## src/rtl/score_keeper.sv

```systemverilog
// Snake-game score keeper: edge-detected collision/restart events drive a PLAYING/OVER/WIN game state.
// Optional BCD score outputs are enabled by defining SCORE_KEEPER_SCORE_BCD_EN.
module score_keeper #(
    parameter int unsigned SCORE_W   = 7,
    parameter int unsigned WIN_SCORE = 100
) (
    input  logic               clk,
    input  logic               nRst,
    input  logic               goodColl,
    input  logic               badColl,
    input  logic               restart,
    output logic [SCORE_W-1:0] currScore,
    output logic [SCORE_W-1:0] highScore,
    output logic               isGameComplete,
    output logic [1:0]         gameState,
    output logic               newHigh
`ifdef SCORE_KEEPER_SCORE_BCD_EN
    ,
    output logic [11:0]        currBcd,
    output logic [11:0]        highBcd
`endif
);

    localparam int unsigned MAX_SCORE = (1 << SCORE_W) - 1;
    localparam logic [SCORE_W-1:0] WIN_S = SCORE_W'(WIN_SCORE);

    // Reject configurations the score registers cannot represent.
    if (SCORE_W < 4 || SCORE_W > 9) begin : g_bad_score_w
        $error("score_keeper: SCORE_W must be within 4..9");
    end
    if (WIN_SCORE < 1 || WIN_SCORE > MAX_SCORE) begin : g_bad_win_score
        $error("score_keeper: WIN_SCORE must be within 1..2**SCORE_W-1");
    end

    typedef enum logic [1:0] {
        ST_PLAYING = 2'b00,
        ST_OVER    = 2'b01,
        ST_WIN     = 2'b10
    } state_e;

    state_e             state_q, state_d;
    logic [SCORE_W-1:0] curr_q, curr_d;
    logic [SCORE_W-1:0] high_q, high_d;
    logic               new_high_q, new_high_d;
    logic               complete_q, complete_d;
    logic               good_prev_q, bad_prev_q, restart_prev_q;

    logic               good_ev, bad_ev, restart_ev;
    logic [SCORE_W-1:0] curr_inc;

    assign good_ev    = goodColl & ~good_prev_q;
    assign bad_ev     = badColl & ~bad_prev_q;
    assign restart_ev = restart & ~restart_prev_q;
    assign curr_inc   = curr_q + SCORE_W'(1);

    // Next-state and next-score decision; a bad collision always beats an apple.
    always_comb begin
        state_d    = state_q;
        curr_d     = curr_q;
        high_d     = high_q;
        new_high_d = 1'b0;
        unique case (state_q)
            ST_PLAYING: begin
                if (bad_ev) begin
                    state_d = ST_OVER;
                end else if (good_ev && (curr_q < WIN_S)) begin
                    curr_d = curr_inc;
                    if (curr_inc > high_q) begin
                        high_d     = curr_inc;
                        new_high_d = 1'b1;
                    end
                    if (curr_inc == WIN_S) begin
                        state_d = ST_WIN;
                    end
                end
            end
            ST_OVER, ST_WIN: begin
                if (restart_ev) begin
                    curr_d  = '0;
                    state_d = ST_PLAYING;
                end
            end
            default: begin
                state_d = ST_PLAYING;
            end
        endcase
        complete_d = (state_d != ST_PLAYING);
    end

    always_ff @(posedge clk or negedge nRst) begin
        if (!nRst) begin
            state_q        <= ST_PLAYING;
            curr_q         <= '0;
            high_q         <= '0;
            new_high_q     <= 1'b0;
            complete_q     <= 1'b0;
            good_prev_q    <= 1'b0;
            bad_prev_q     <= 1'b0;
            restart_prev_q <= 1'b0;
        end else begin
            state_q        <= state_d;
            curr_q         <= curr_d;
            high_q         <= high_d;
            new_high_q     <= new_high_d;
            complete_q     <= complete_d;
            good_prev_q    <= goodColl;
            bad_prev_q     <= badColl;
            restart_prev_q <= restart;
        end
    end

    assign currScore      = curr_q;
    assign highScore      = high_q;
    assign gameState      = state_q;
    assign isGameComplete = complete_q;
    assign newHigh        = new_high_q;

`ifdef SCORE_KEEPER_SCORE_BCD_EN
    // Shift-and-add-3 conversion; 9-bit scores never exceed three digits.
    function automatic logic [11:0] to_bcd(input logic [SCORE_W-1:0] bin);
        logic [11:0] bcd;
        bcd = '0;
        for (int i = int'(SCORE_W) - 1; i >= 0; i--) begin
            if (bcd[3:0] >= 4'd5) bcd[3:0] = bcd[3:0] + 4'd3;
            if (bcd[7:4] >= 4'd5) bcd[7:4] = bcd[7:4] + 4'd3;
            if (bcd[11:8] >= 4'd5) bcd[11:8] = bcd[11:8] + 4'd3;
            bcd = {bcd[10:0], bin[i]};
        end
        return bcd;
    endfunction

    assign currBcd = to_bcd(curr_q);
    assign highBcd = to_bcd(high_q);
`endif

endmodule
```

## config.mk

```make
export PLATFORM = sky130hd
export DESIGN_NAME = score_keeper
export DESIGN_NICKNAME = d
export VERILOG_FILES = /design/src/rtl/score_keeper.sv
export SDC_FILE = /design/constraint.sdc
export NUM_CORES = 1
export LEC_CHECK = 0
export CORE_ASPECT_RATIO = 1.5
export CORE_MARGIN = 2
export CORE_UTILIZATION = 50
export CTS_CLUSTER_DIAMETER = 60
export DETAILED_ROUTE_END_ITERATION = 8
export GPL_TIMING_DRIVEN = 0
export PLACE_DENSITY = 0.78
export SYNTH_ARGS = -nofsm -noshare
export SYNTH_HDL_FRONTEND = slang
export SYNTH_SLANG_ARGS = --single-unit
export TNS_END_PERCENT = 50
```

## constraint.sdc

```tcl
create_clock -name clk -period 2.8 [get_ports clk]
set_input_delay 0.56 -clock clk [delete_from_list [all_inputs] [get_ports clk]]
set_output_delay 0.56 -clock clk [all_outputs]
set_load 0.05 [all_outputs]
```

### Word level (Yosys, flattened, before mapping)

Cells that the tools add are included.

| cells by class | value |
|---|---|
| reduce and logical (&&, ||, !) cells | 7 |
| bitwise logic cells | 7 |
| $lt $le $gt $ge | 2 |
| equality and inequality tests | 6 |
| add/subtract/negate cells | 1 |
| muxes and demuxes | 13 |

Operators by type and width:

| operator | count |
|---|---|
| 7-bit two-way mux | 3 |
| 7-bit case mux with 2 select lines | 1 |
| 2-bit two-way mux | 4 |
| 4-bit AND reduction | 2 |
| 7-bit by 1-bit adder with 7-bit output, second input constant | 1 |
| 7-bit == test, second input constant | 1 |
| 7-bit greater-than comparator | 1 |
| 7-bit less-than comparator, second input constant | 1 |
| 2-bit != test, second input constant | 3 |
| 1-bit two-way mux | 4 |
| 1-bit NOT | 4 |
| 2-bit case mux with 2 select lines | 1 |
| 2-bit nonzero test | 2 |
| 1-bit bitwise AND | 3 |
| 2-bit by 1-bit == test with 1-bit output, second input constant | 1 |
| 2-bit == test, second input constant | 1 |
| 2-bit logical NOT | 1 |
| 2-bit OR reduction | 1 |
| 1-bit logical AND | 1 |

| storage, ports and cells | value |
|---|---|
| input bits | 5 |
| word-level logic and storage cells | 44 |
| output and inout port bits | 18 |
| register bits | 21 |

### Logic depth before layout (Yosys ltp)

| logic depth | value |
|---|---|
| word-level depth | 7 |
| gate-level depth with buffers | 10 |
| depth with buffers taken out | 9 |

### Worst setup path before layout

OpenSTA, ideal clock, no wires.

| path | value |
|---|---|
| kind | reg2reg |
| start | register curr_q[0] (netlist: currScore[0]) |
| end | register high_q[1] (netlist: highScore[1]) |
| buffers on the path | 1 |
| cell stages (with the launch flop) | 11 |
| setup slack | -0.024 ns |
| required time | 2.675 ns |
| library setup time | 0.125 ns |
| data arrival time | 2.699 ns |
| path through | dfrtp_1 -> ha_1 -> nand2_1 -> nor2_1 -> xor2_1 -> ha_1 -> and4_4 -> a21boi_1 -> o311a_1 -> buf_6 -> mux2_4 |

| on the way | value |
|---|---|
| word-level cells in the longest chain between the ends | 3 |
| elaborated cells between the ends (all ways) | 5 |

RTL lines:

| element | RTL line | RTL |
|---|---|---|
| start, declared | 42 | `logic [SCORE_W-1:0] curr_q, curr_d;` |
| start signal, assigned | 102 | `curr_q <= curr_d;` |
| 7-bit by 1-bit adder with 7-bit output | 54 | `assign curr_inc = curr_q + SCORE_W'(1);` |
| via curr_inc[6] | 49 | `logic [SCORE_W-1:0] curr_inc;` |
| 7-bit greater-than comparator | 68 | `if (curr_inc > high_q) begin` |
| 4-bit AND reduction (no source line) | -- |  |
| end signal, assigned | 103 | `high_q <= high_d;` |
| end, declared | 43 | `logic [SCORE_W-1:0] high_q, high_d;` |

The timed path passes the listed nets, and every way through them passes these cells.
A chain may end at the register's enable or synchronous reset.

### Final worst setup path

| path | value |
|---|---|
| start | register curr_q[1] (netlist: currScore[1]) |
| end | register high_q[2] (netlist: highScore[2]) |

The elaborated chain is that of the path after synthesis.

==> run_results.csv <==
group,metric,value,unit
route,remaining_drc_errors,0,
sta,fin_worst_skew,7.108,ps
outcome,status,"finished, final reports clean",
synth,post_synth_num_cell_types,33,
synth,ys_seq_area_share,45.06,%
setup_path,cp_cell_sequence,"ha_2 -> nand2_1 -> nor2_1 -> xor2_1 -> ha_1 -> and4_4 -> a21boi_1 -> o311a_1 -> buf_6 -> mux2_4",
power,p_per_area,792.7,mW/mm^2
flow_run,max_cap_violations,0,
cts,cts_sink_cnt,21,
route,routed-via-count,910,
cts,clk_pin_slew_worst_paths,110,ps
sta,timing.fmax,373.9,MHz
route,drt_wl_total,2408,um
grt,globalRouteTotalUtil,19.82,%
min_path,hold-path-endpoint,"highScore[2]",
sta,final-hold-violation-count,0,
floorplanning,die_x,43.43,um
floorplanning,rows,21,
cts,cts_max_path_buffers,2,
synth,postSynthCellCount,102,
finish,post_layout_nonfiller_instances,152,
synth,synth_enable_flop_cells,0,
setup_path,max_stage_delay,440,ps
min_path,hold-path-cell-count,1,
synth,ys.warnings.count,0,
finish,fin_util,65.10,%
cts,clock_tree_from_tritoncts,"done",
finish,final_layout_size_suffix_gt1_share,14.73,%
sta,max-slew-margin-rel,36.62,%
grt,maximum_number_of_pins_on_one_net_before_global_route_repair,22,
synth,synth_nets,117,
floorplanning,die_height,63.15,um
floorplanning,floorplan.io_pins,23,
sta,final.min_clock_period,2674,ps
cts,htree_num_levels,1,
finish,n_antenna_cell,0,
placed_design,globalplace.congestion,0.7964,
synth,synthesis.area_per_instance,11.43,sq um
grt,grt_pass1_wl,4229,um
min_path,kind_of_path_behind_the_tightest_hold_check,"reg2reg",
setup_path,regToRegStartpoint,"currScore[1]",
route,drc_marker_count_from_the_first_detailed_route_iteration,6,
setup_path,critical_path.reg2reg.endpoint,"highScore[2]",
setup_path,end_kind,"flop",
setup_path,worstSetupStartpointType,"flop",
cts,root_driver,"sky130_fd_sc_hd__clkbuf_4",
min_path,worst_hold_startpoint,"highScore[2]",
setup_path,rr_worst_depth,10,
setup_path,crit_fanout,8,
synth,synth_ff_type,"sky130_fd_sc_hd__dfrtp_1",
power,vdd.ir_drop.worst,0.6312,mV
floorplanning,dieArea,0.002742,sq mm
route,wl_per_cell,15.84,um
synth,ys_async_sr_fraction,100.0,%
route,drtPass1Iterations,5,
sta,slew_at_the_pin_closest_to_its_max_slew_limit,947.7,ps
placed_design,place.port_buffers,22,
finish,finalInstanceArea,0.001454,sq mm
placed_design,dp.cells,147,
floorplanning,core_area,0.002233,sq mm
setup_path,worst_path_max_delay_cell,"sky130_fd_sc_hd__dfrtp_1",
cts,cts_inserted_buffers,3,
sta,final_clock_period_utilization_by_the_worst_path,95.51,%
floorplanning,initial_core_util,52.21,%
setup_path,critPathArrivalTime,2870,ps
sta,setup-violations-final,0,
finish,area.growth.synth_to_final,24.68,%
setup_path,worst-endpoint-required,3000,ps
placed_design,dpl.hpwl,1796,um
sta,slew_violations,0,
sta,finalSetupTns,0,ps
setup_path,timing.setup.critical_path_class,"reg2reg",
route,drt-vias-per-instance,5.987,
cts,clkLatencyLatePin,310,ps
setup_path,regToRegSetupSlack,130,ps
placed_design,placedInstanceArea,0.001416,sq mm
power,leakage,0.0006685,uW
grt,overflow,0,
cts,ctsHoldBuffers,0,
synth,netlist_area,0.001166,sq mm
route,ant_nets_after_route,0,
grt,grt_antenna_before_repair,0,
finish,finish.net_count,145,
sta,hold-worst-slack,549.2,ps
synth,ys_ff_latch,21,
grt,first_global_vias,982,
-- layout by cell type (no fill, tap or decap), drive strengths merged --
cell type / instances
a21bo: 1
o21ai: 6
a211oi: 1
and3b: 1
or2: 1
xor2: 2
ha: 10
nor2: 4
nand4: 1
clkdlybuf4s50: 22
o31a: 1
mux2i: 1
and4b: 1
a21oi: 2
dfrtp: 21
o211a: 1
nor3: 1
inv: 11
nand2: 4
mux2: 7
nand3b: 1
nor2b: 3
clkbuf: 4
nand2b: 2
and4: 1
o2bb2ai: 3
nand3: 4
o2111a: 1
a21boi: 1
xnor2: 2
buf: 2
a22o: 5
o311a: 1
-- per-stage QoR --
step	setup slack (ps)	total power, uW
4_1_cts	129.1	1159
5_1_grt	-17.33	1229
6_report	125.6	1152
3_5_place_dp	159.5	1011
2_1_floorplan	14.54	833.8
3_3_place_gp	186.7	993.0
-- final cells by class --
class,instances,area [sq um]
timing repair buffer,23,227.7
inverter,11,41.29
fill,188,779.5
sequential,21,528.0
clock buffer,4,26.28
buffer,1,11.26
multi-input combinational,69,590.6
tap,23,28.78
-- sequential cells by signal (all words and copies together), names as in the netlist --
register	count
bad_prev_q	1
restart_prev_q	1
isGameComplete	1
newHigh	1
good_prev_q	1
currScore	7
highScore	7
gameState	2
-- critical path: cells and delay by family (launching register included) --
| kind | cells | cell delay [ps] |
|---|---|---|
| adders and majority gates | 2 | 580 |
| AOI/OAI and AO/OA | 2 | 460 |
| DFF | 1 | 440 |
| and+or+nand+nor | 3 | 360 |
| xor gates and xnor gates | 1 | 290 |
| muxes | 1 | 290 |
| buffers and inverters | 1 | 150 |
-- synth_stat cells, types with 2 or more instances --
library cell                instances  area share [%]
sky130_fd_sc_hd__nand3_1            4             1.7
sky130_fd_sc_hd__o2bb2ai_1          3             2.3
sky130_fd_sc_hd__nand2_1            4             1.3
sky130_fd_sc_hd__nor2_1             4             1.3
sky130_fd_sc_hd__mux2_4             6             7.7
sky130_fd_sc_hd__inv_1             11             3.5
sky130_fd_sc_hd__ha_1              10              11
sky130_fd_sc_hd__a21oi_1            2            0.86
sky130_fd_sc_hd__nor2b_1            3             1.6
sky130_fd_sc_hd__nand2b_1           2             1.1
sky130_fd_sc_hd__xor2_1             2             1.5
sky130_fd_sc_hd__a22o_1             5             3.8
sky130_fd_sc_hd__dfrtp_1           21              45
sky130_fd_sc_hd__o21ai_0            5             2.1
sky130_fd_sc_hd__xnor2_1            2             1.5
-- cells by family (layout without fill, tap and decap cells) --
| logic type | Yosys count | in the layout | share of synthesized area, % |
|---|---|---|---|
| AO/OA/AOI/OAI | 23 | 23 | 15.02 |
| XOR/XNOR | 4 | 4 | 3.005 |
| adder cells (fa/ha/maj) | 10 | 10 | 10.73 |
| buffers and inverters | 12 | 39 | 4.506 |
| flip-flops | 21 | 21 | 45.06 |
| multiplexers | 8 | 8 | 9.550 |
| AND/OR/NAND/NOR | 24 | 24 | 12.12 |
-- repair_timing --
item,4_1_cts,5_1_grt
endpoints found under the setup margin,0,6
hold endpoints to repair,0,0
gates resized for setup,0,2
buffers inserted,0,1
-- power breakdown --
group,total (uW),switching (uW),internal (uW)
clock,147,91.5,55.7
combinational,598,355,242
sequential,408,53.3,354
-- worst max path at each step --
stage,startpoint,endpoint,cells past startpoint
6_report,currScore[1],highScore[2],10
5_1_grt,currScore[1],highScore[6],10
3_5_place_dp,currScore[0],highScore[4],10
3_3_place_gp,currScore[1],highScore[1],10
2_1_floorplan,currScore[1],highScore[1],10
4_1_cts,currScore[0],highScore[2],10
-- per-layer routing --
layer / global-route usage [%] / part of all wire, % / vias to the layer above
met4: 10.23 / 1.7 / 0
met2: 34.51 / 57 / 22
li1: - / - / 420
met5: 0 / 0 / -
met3: 2.579 / 3.0 / 4
met1: 22.69 / 39 / 464
Note: power is estimated with default switching activity, not from simulation.
